==> src/rtl/reservation_station.sv <==
`default_nettype none
// ============================================================================
// Module   : reservation_station
// Purpose  : Per-functional-unit reservation station. Accepts renamed
//            instructions from the dispatcher, snoops the CDB for pending
//            operands, and issues the lowest-index operand-complete entry
//            to its functional unit over a valid/ready handshake.
// Options  : RS_WAKEUP_BYPASS_EN - when defined, a CDB broadcast can make an
//            entry selectable in the same cycle (0-cycle wakeup-to-issue).
// Revision : 1.0 - initial release
// ============================================================================
module reservation_station #(
    parameter int RS_SIZE = 4,
    parameter int XLEN    = 32,
    parameter int TAG_W   = 4,
    parameter int FUNC_W  = 4
) (
    input  logic              clk,
    input  logic              reset,
    input  logic              flush,
    // dispatcher load interface
    input  logic              load,
    input  logic [FUNC_W-1:0] in_func,
    input  logic [TAG_W-1:0]  in_tag_dest,
    input  logic [TAG_W-1:0]  in_tag_src1,
    input  logic [TAG_W-1:0]  in_tag_src2,
    input  logic              in_ready_src1,
    input  logic              in_ready_src2,
    input  logic [XLEN-1:0]   in_value_src1,
    input  logic [XLEN-1:0]   in_value_src2,
    input  logic [XLEN-1:0]   in_imm,
    input  logic [XLEN-1:0]   in_pc,
    output logic              is_full,
    // common data bus
    input  logic              cdb_valid,
    input  logic [TAG_W-1:0]  cdb_tag,
    input  logic [XLEN-1:0]   cdb_value,
    // issue interface
    output logic              issue_valid,
    input  logic              issue_ready,
    output logic [FUNC_W-1:0] issue_func,
    output logic [TAG_W-1:0]  issue_tag_dest,
    output logic [XLEN-1:0]   issue_src1,
    output logic [XLEN-1:0]   issue_src2,
    output logic [XLEN-1:0]   issue_imm,
    output logic [XLEN-1:0]   issue_pc
);

    localparam int c_IDX_W = (RS_SIZE > 1) ? $clog2(RS_SIZE) : 1;

    // ------------------------------------------------------------------
    // Entry state
    // ------------------------------------------------------------------
    logic [RS_SIZE-1:0] r_valid_q, w_valid_d;
    logic [RS_SIZE-1:0] r_rdy1_q,  w_rdy1_d;
    logic [RS_SIZE-1:0] r_rdy2_q,  w_rdy2_d;
    logic [FUNC_W-1:0]  r_func_q     [RS_SIZE];
    logic [FUNC_W-1:0]  w_func_d     [RS_SIZE];
    logic [TAG_W-1:0]   r_tag_dest_q [RS_SIZE];
    logic [TAG_W-1:0]   w_tag_dest_d [RS_SIZE];
    logic [TAG_W-1:0]   r_tag1_q     [RS_SIZE];
    logic [TAG_W-1:0]   w_tag1_d     [RS_SIZE];
    logic [TAG_W-1:0]   r_tag2_q     [RS_SIZE];
    logic [TAG_W-1:0]   w_tag2_d     [RS_SIZE];
    logic [XLEN-1:0]    r_val1_q     [RS_SIZE];
    logic [XLEN-1:0]    w_val1_d     [RS_SIZE];
    logic [XLEN-1:0]    r_val2_q     [RS_SIZE];
    logic [XLEN-1:0]    w_val2_d     [RS_SIZE];
    logic [XLEN-1:0]    r_imm_q      [RS_SIZE];
    logic [XLEN-1:0]    w_imm_d      [RS_SIZE];
    logic [XLEN-1:0]    r_pc_q       [RS_SIZE];
    logic [XLEN-1:0]    w_pc_d       [RS_SIZE];

    // ------------------------------------------------------------------
    // Combinational helpers
    // ------------------------------------------------------------------
    logic [RS_SIZE-1:0] w_match1;      // pending src1 matched by CDB
    logic [RS_SIZE-1:0] w_match2;      // pending src2 matched by CDB
    logic [RS_SIZE-1:0] w_selectable;  // entry eligible for issue
    logic [c_IDX_W-1:0] w_free_idx;
    logic [c_IDX_W-1:0] w_sel_idx;
    logic               w_sel_found;
    logic               w_full;
    logic               w_load_accept;
    logic               w_fire;
    logic               w_cap1;
    logic               w_cap2;
    logic               w_issue_valid;

    // Fullness depends only on registered valid bits, never on this cycle's inputs
    assign w_full  = &r_valid_q;
    assign is_full = w_full;

    // A load accepted while not full always has a free slot to land in
    assign w_load_accept = load && !w_full && !flush;

    // Operand captured straight off the CDB when it broadcasts during the load
    assign w_cap1 = cdb_valid && !in_ready_src1 && (cdb_tag == in_tag_src1);
    assign w_cap2 = cdb_valid && !in_ready_src2 && (cdb_tag == in_tag_src2);

    // Per-entry CDB tag match and selection eligibility
    always_comb begin
        w_match1     = '0;
        w_match2     = '0;
        w_selectable = '0;
        for (int i = 0; i < RS_SIZE; i++) begin
            w_match1[i] = cdb_valid && !r_rdy1_q[i] && (r_tag1_q[i] == cdb_tag);
            w_match2[i] = cdb_valid && !r_rdy2_q[i] && (r_tag2_q[i] == cdb_tag);
`ifdef RS_WAKEUP_BYPASS_EN
            w_selectable[i] = r_valid_q[i]
                              && (r_rdy1_q[i] || w_match1[i])
                              && (r_rdy2_q[i] || w_match2[i]);
`else
            w_selectable[i] = r_valid_q[i] && r_rdy1_q[i] && r_rdy2_q[i];
`endif
        end
    end

    // Lowest-index free slot for loads (pre-edge valid bits only)
    always_comb begin
        w_free_idx = '0;
        for (int i = RS_SIZE - 1; i >= 0; i--) begin
            if (!r_valid_q[i]) begin
                w_free_idx = i[c_IDX_W-1:0];
            end
        end
    end

    // Lowest-index ready entry wins the issue slot
    always_comb begin
        w_sel_idx   = '0;
        w_sel_found = 1'b0;
        for (int i = RS_SIZE - 1; i >= 0; i--) begin
            if (w_selectable[i]) begin
                w_sel_idx   = i[c_IDX_W-1:0];
                w_sel_found = 1'b1;
            end
        end
    end

    assign w_issue_valid = w_sel_found && !flush;
    assign w_fire        = w_issue_valid && issue_ready;

    // Issue port: selected entry contents, forced to zero when nothing issues
    always_comb begin
        issue_valid    = w_issue_valid;
        issue_func     = '0;
        issue_tag_dest = '0;
        issue_src1     = '0;
        issue_src2     = '0;
        issue_imm      = '0;
        issue_pc       = '0;
        if (w_issue_valid) begin
            issue_func     = r_func_q[w_sel_idx];
            issue_tag_dest = r_tag_dest_q[w_sel_idx];
            issue_src1     = r_val1_q[w_sel_idx];
            issue_src2     = r_val2_q[w_sel_idx];
            issue_imm      = r_imm_q[w_sel_idx];
            issue_pc       = r_pc_q[w_sel_idx];
`ifdef RS_WAKEUP_BYPASS_EN
            // A selected operand that is not registered-ready must be the CDB match
            if (!r_rdy1_q[w_sel_idx]) begin
                issue_src1 = cdb_value;
            end
            if (!r_rdy2_q[w_sel_idx]) begin
                issue_src2 = cdb_value;
            end
`endif
        end
    end

    // Next-state: wakeup, then issue dequeue, then load; flush overrides all
    always_comb begin
        w_valid_d    = r_valid_q;
        w_rdy1_d     = r_rdy1_q;
        w_rdy2_d     = r_rdy2_q;
        w_func_d     = r_func_q;
        w_tag_dest_d = r_tag_dest_q;
        w_tag1_d     = r_tag1_q;
        w_tag2_d     = r_tag2_q;
        w_val1_d     = r_val1_q;
        w_val2_d     = r_val2_q;
        w_imm_d      = r_imm_q;
        w_pc_d       = r_pc_q;

        for (int i = 0; i < RS_SIZE; i++) begin
            if (r_valid_q[i] && w_match1[i]) begin
                w_rdy1_d[i] = 1'b1;
                w_val1_d[i] = cdb_value;
            end
            if (r_valid_q[i] && w_match2[i]) begin
                w_rdy2_d[i] = 1'b1;
                w_val2_d[i] = cdb_value;
            end
        end

        if (w_fire) begin
            w_valid_d[w_sel_idx] = 1'b0;
        end

        // Free slot is never the selected one: selection requires valid
        if (w_load_accept) begin
            w_valid_d[w_free_idx]    = 1'b1;
            w_func_d[w_free_idx]     = in_func;
            w_tag_dest_d[w_free_idx] = in_tag_dest;
            w_tag1_d[w_free_idx]     = in_tag_src1;
            w_tag2_d[w_free_idx]     = in_tag_src2;
            w_rdy1_d[w_free_idx]     = in_ready_src1 || w_cap1;
            w_rdy2_d[w_free_idx]     = in_ready_src2 || w_cap2;
            w_val1_d[w_free_idx]     = w_cap1 ? cdb_value : in_value_src1;
            w_val2_d[w_free_idx]     = w_cap2 ? cdb_value : in_value_src2;
            w_imm_d[w_free_idx]      = in_imm;
            w_pc_d[w_free_idx]       = in_pc;
        end

        if (flush) begin
            w_valid_d = '0;
        end
    end

    // Control state: valid and ready bits, cleared by reset
    always_ff @(posedge clk) begin
        if (reset) begin
            r_valid_q <= '0;
            r_rdy1_q  <= '0;
            r_rdy2_q  <= '0;
        end else begin
            r_valid_q <= w_valid_d;
            r_rdy1_q  <= w_rdy1_d;
            r_rdy2_q  <= w_rdy2_d;
        end
    end

    // Payload state: meaningful only while the entry is valid, so no reset
    always_ff @(posedge clk) begin
        r_func_q     <= w_func_d;
        r_tag_dest_q <= w_tag_dest_d;
        r_tag1_q     <= w_tag1_d;
        r_tag2_q     <= w_tag2_d;
        r_val1_q     <= w_val1_d;
        r_val2_q     <= w_val2_d;
        r_imm_q      <= w_imm_d;
        r_pc_q       <= w_pc_d;
    end

endmodule
`default_nettype wire

==> config.mk <==
export PLATFORM = sky130hd
export DESIGN_NAME = reservation_station
export DESIGN_NICKNAME = d
export VERILOG_FILES = /design/src/rtl/reservation_station.sv
export SDC_FILE = /design/constraint.sdc
export NUM_CORES = 1
export LEC_CHECK = 0
export BUFFER_PORTS_ARGS = -buffer_cell sky130_fd_sc_hd__buf_4
export CAP_MARGIN = 20
export CORE_ASPECT_RATIO = 0.7
export CORE_MARGIN = 3
export CORE_UTILIZATION = 40
export CTS_CLUSTER_DIAMETER = 30
export DETAILED_ROUTE_END_ITERATION = 16
export GPL_TIMING_DRIVEN = 0
export PLACE_DENSITY_LB_ADDON = 0.12
export SYNTH_ARGS = -nofsm -noshare
export SYNTH_HDL_FRONTEND = slang
export SYNTH_SLANG_ARGS = --single-unit
export TNS_END_PERCENT = 30
==> constraint.sdc <==
create_clock -name clk -period 6.2 [get_ports clk]
set_input_delay 1.55 -clock clk [delete_from_list [all_inputs] [get_ports clk]]
set_output_delay 1.55 -clock clk [all_outputs]
set_load 0.03 [all_outputs]
==> run_results.csv <==
group,metric,value,unit
cts,post_cts_buffers,0,
timing,finalCritPeriodShare,90.1,%
synthesis,yosysWarnings,0,
routing,drtAntennaViolNets,0,
timing,maxSlewViolCount,0,
setup_path,critPathSlowestCell,"clkbuf_1",
placement,dpl.hpwl,60.5,mm
routing,remaining_drc_errors,0,
floorplanning,row_count,74,
floorplanning,die_w,298,um
setup_path,crit_type,"reg2out",
cells_and_area,final_net_count,2551,
cts,holdBufCountCts,0,
cells_and_area,num-fill-cells,5074,
synthesis,yosys.area.top_type,"edfxtp_1",
synthesis,synth_xor_area_share,1.46,%
synthesis,syn_nets,2117,
placement,io_buffers,320,
cts,cts_num_sinks,588,
floorplanning,core_area,58800,um2
cts,cts_tree,"yes",
synthesis,synth.avg_cell_area,12.4,um2
power,ir_drop,247,uV
timing,finalSetupViolations,0,
synthesis,ys_seq_area_share,62.5,%
status,status,"complete, no violations",
cts,worstSkewPairLatency,0.67,ns
synthesis,synth_ff_type,"edfxtp_1",
setup_path,crit_buf_inv,4,
setup_path,critPathLaunchType,"flop",
synthesis,syn_inst,1929,
synthesis,synth_area_leaders,"edfxtp_1, dfxtp_1, a22oi_1",
routing,drt-total-wl,92.5,mm
timing,fin_skew,0.0201,ns
cells_and_area,syn_to_final_growth,30.5,%
global_routing,grt_pass1_vias,20200,
hold_path,hold_class,"reg2reg",
timing,holdWs,0.459,ns
synthesis,synthSimpleGateAreaFrac,3.01,%
routing,via_per_inst,6.18,
setup_path,crit_fanout,10,
routing,drt_iter0_drc,2859,
cells_and_area,layout.cells.most_common_list,"buf_4, edfxtp_1, a22oi_1",
synthesis,synth_top_area_share,40.1,%
cts,cts_buffer_depth,3,
setup_path,cp_common_cell,"clkbuf_1",
setup_path,worstPathArrival,4.04,ns
routing,first_pass_iters,9,
routing,routedWlPerCell,28.4,um
timing,slew-limit-headroom,24.7,%
global_routing,antenna_found_initial,11,
synthesis,synth_cell_types,43,
cells_and_area,drive_gt1_share,24.1,%
global_routing,grt_usage,28.3,%
cells_and_area,mostFrequentLayoutCell,"buf_4",
timing,post-route-min-period,5.59,ns
synthesis,ys_ff_latch,588,
synthesis,yosys.area_share.adder,0,%
synthesis,syn_area,23900,um2
setup_path,path_cells,"and3_1, buf_2, clkbuf_1, clkbuf_1, a22oi_1, o22ai_1, buf_4",
cts,cts_resized,0,
global_routing,grt_start_max_net_pins,50,
floorplanning,fp.dieH,211,um
cts,clk_pin_slew,0.05,ns
job,cap_viol_max_count,0,
synthesis,synth_compound_area_share,26.8,%
setup_path,cp_top_family,"buffers and inverters",
setup_path,crit_path_max_incr_delay,0.90,ns
global_routing,grt-ovfl-total,0,
global_routing,grt_pass1_wl,133,mm
timing,rsz0062_at_grt,"no",
placement,place_congestion,0.894,
cts,cts_root_buf,"clkbuf_16",
cts,htreeDepth,3,
synthesis,async_flop_share,0,%
power,p_leak,11.5,nW
setup_path,required,4.65,ns
timing,worstMarginPinSlew,1.13,ns
timing,max_freq,179,MHz
synthesis,synth_top_family_by_area,"compound AO/OA/AOI/OAI gates",
floorplanning,die_area,62900,um2
floorplanning,start_util,40.7,%
synthesis,synthMuxAreaShare,0,%
power,cellPowerDensity,352,nW/um2
setup_path,critPathCaptureType,"output pin",
timing,finalSetupTns,0,ns
floorplanning,ios,326,
routing,vias,20100,
cts,cts_made_buffers,108,
synthesis,synth_enable_flop_cells,320,
timing,hold_violations,0,
==> synth_stat cells, drive strengths merged (3+ instances only) <==
cell	count
nand2	5
o21a	32
nor4	7
or2	3
o41ai	3
nand3	15
nand2b	67
xor2	8
inv	170
o21ai	8
a21o	5
a222oi	64
dfxtp	268
and3	3
xnor2	32
edfxtp	320
o22ai	136
o221a	66
a22oi	272
o32ai	100
buf	71
clkbuf	116
a21oi	100
nor2	14
o32a	32
==> registers in the layout, indices dropped and copies added, names as in the netlist <==
name / cells
r_imm_q: 128
r_pc_q: 128
r_val1_q: 128
r_val2_q: 128
r_func_q: 16
r_tag1_q: 16
r_tag2_q: 16
r_tag_dest_q: 16
r_rdy1_q: 4
r_rdy2_q: 4
r_valid_q: 4
==> routing by layer <==
metal / vias to the layer above / track usage, % / share of wire (%)
met5: - / 0 / 0.12
met4: 16 / 11.2 / 3.7
met3: 227 / 8.73 / 11
met2: 1228 / 43.2 / 45
met1: 9984 / 37.8 / 40
li1: 8674 / - / -
==> layout make-up <==
class                      instances  area, um2  share of cell area (%)
antenna                            3       7.51                  0.0240
buffer                           187        831                    2.66
clock buffer                     116       2780                    8.91
clock inverter                    88        992                    3.18
inverter                         170        648                    2.07
multi-input combinational        984       7500                    24.0
sequential                       588      15000                    47.9
tap                              798        998                    3.20
timing repair buffer             324       2510                    8.04
==> power breakdown <==
part	switching (W)	internal, W	leakage (nW)
Sequential	0.000112	0.00433	5.11
Combinational	0.000319	0.000233	4.56
Clock	0.00216	0.00384	1.84
==> worst min-delay path, stage by stage (launching register included) <==
cell,delay [ns]
dfxtp_1,0.30
inv_1,0.05
a222oi_1,0.05
==> per-stage QoR <==
step	util (%)	cells	instance area, um2	power (W)	setup slack (ns)
final	53.1	3258	31200	0.0110	0.614
after global routing	53.1	3256	31200	0.0113	0.647
after CTS	53.1	3255	31200	0.0110	0.816
after detailed placement	46.7	3051	27500	0.00505	0.936
after global placement	46.5	3047	27300	0.00501	0.309
after floorplan	-	1929	23900	0.00477	1.98
==> logic make-up after synthesis <==
group / Yosys count
compound gates: 824
simple gates: 120
flops: 588
buf+inv: 357
xor+xnor: 40
==> path summary, 6_finish.rpt <==
| kind | to | slack, ns | from | depth (start not counted) |
|---|---|---|---|---|
| max reg2reg | r_val1_q[23] | 3.07 | r_valid_q[0] | 7 |
| max | issue_src1[1] | 0.61 | r_rdy1_q[2] | 7 |
| min | r_val1_q[84] | 0.46 | r_val1_q[84] | 2 |
| min reg2reg | r_val1_q[84] | 0.46 | r_val1_q[84] | 2 |
(Power assumes the default switching activity.)
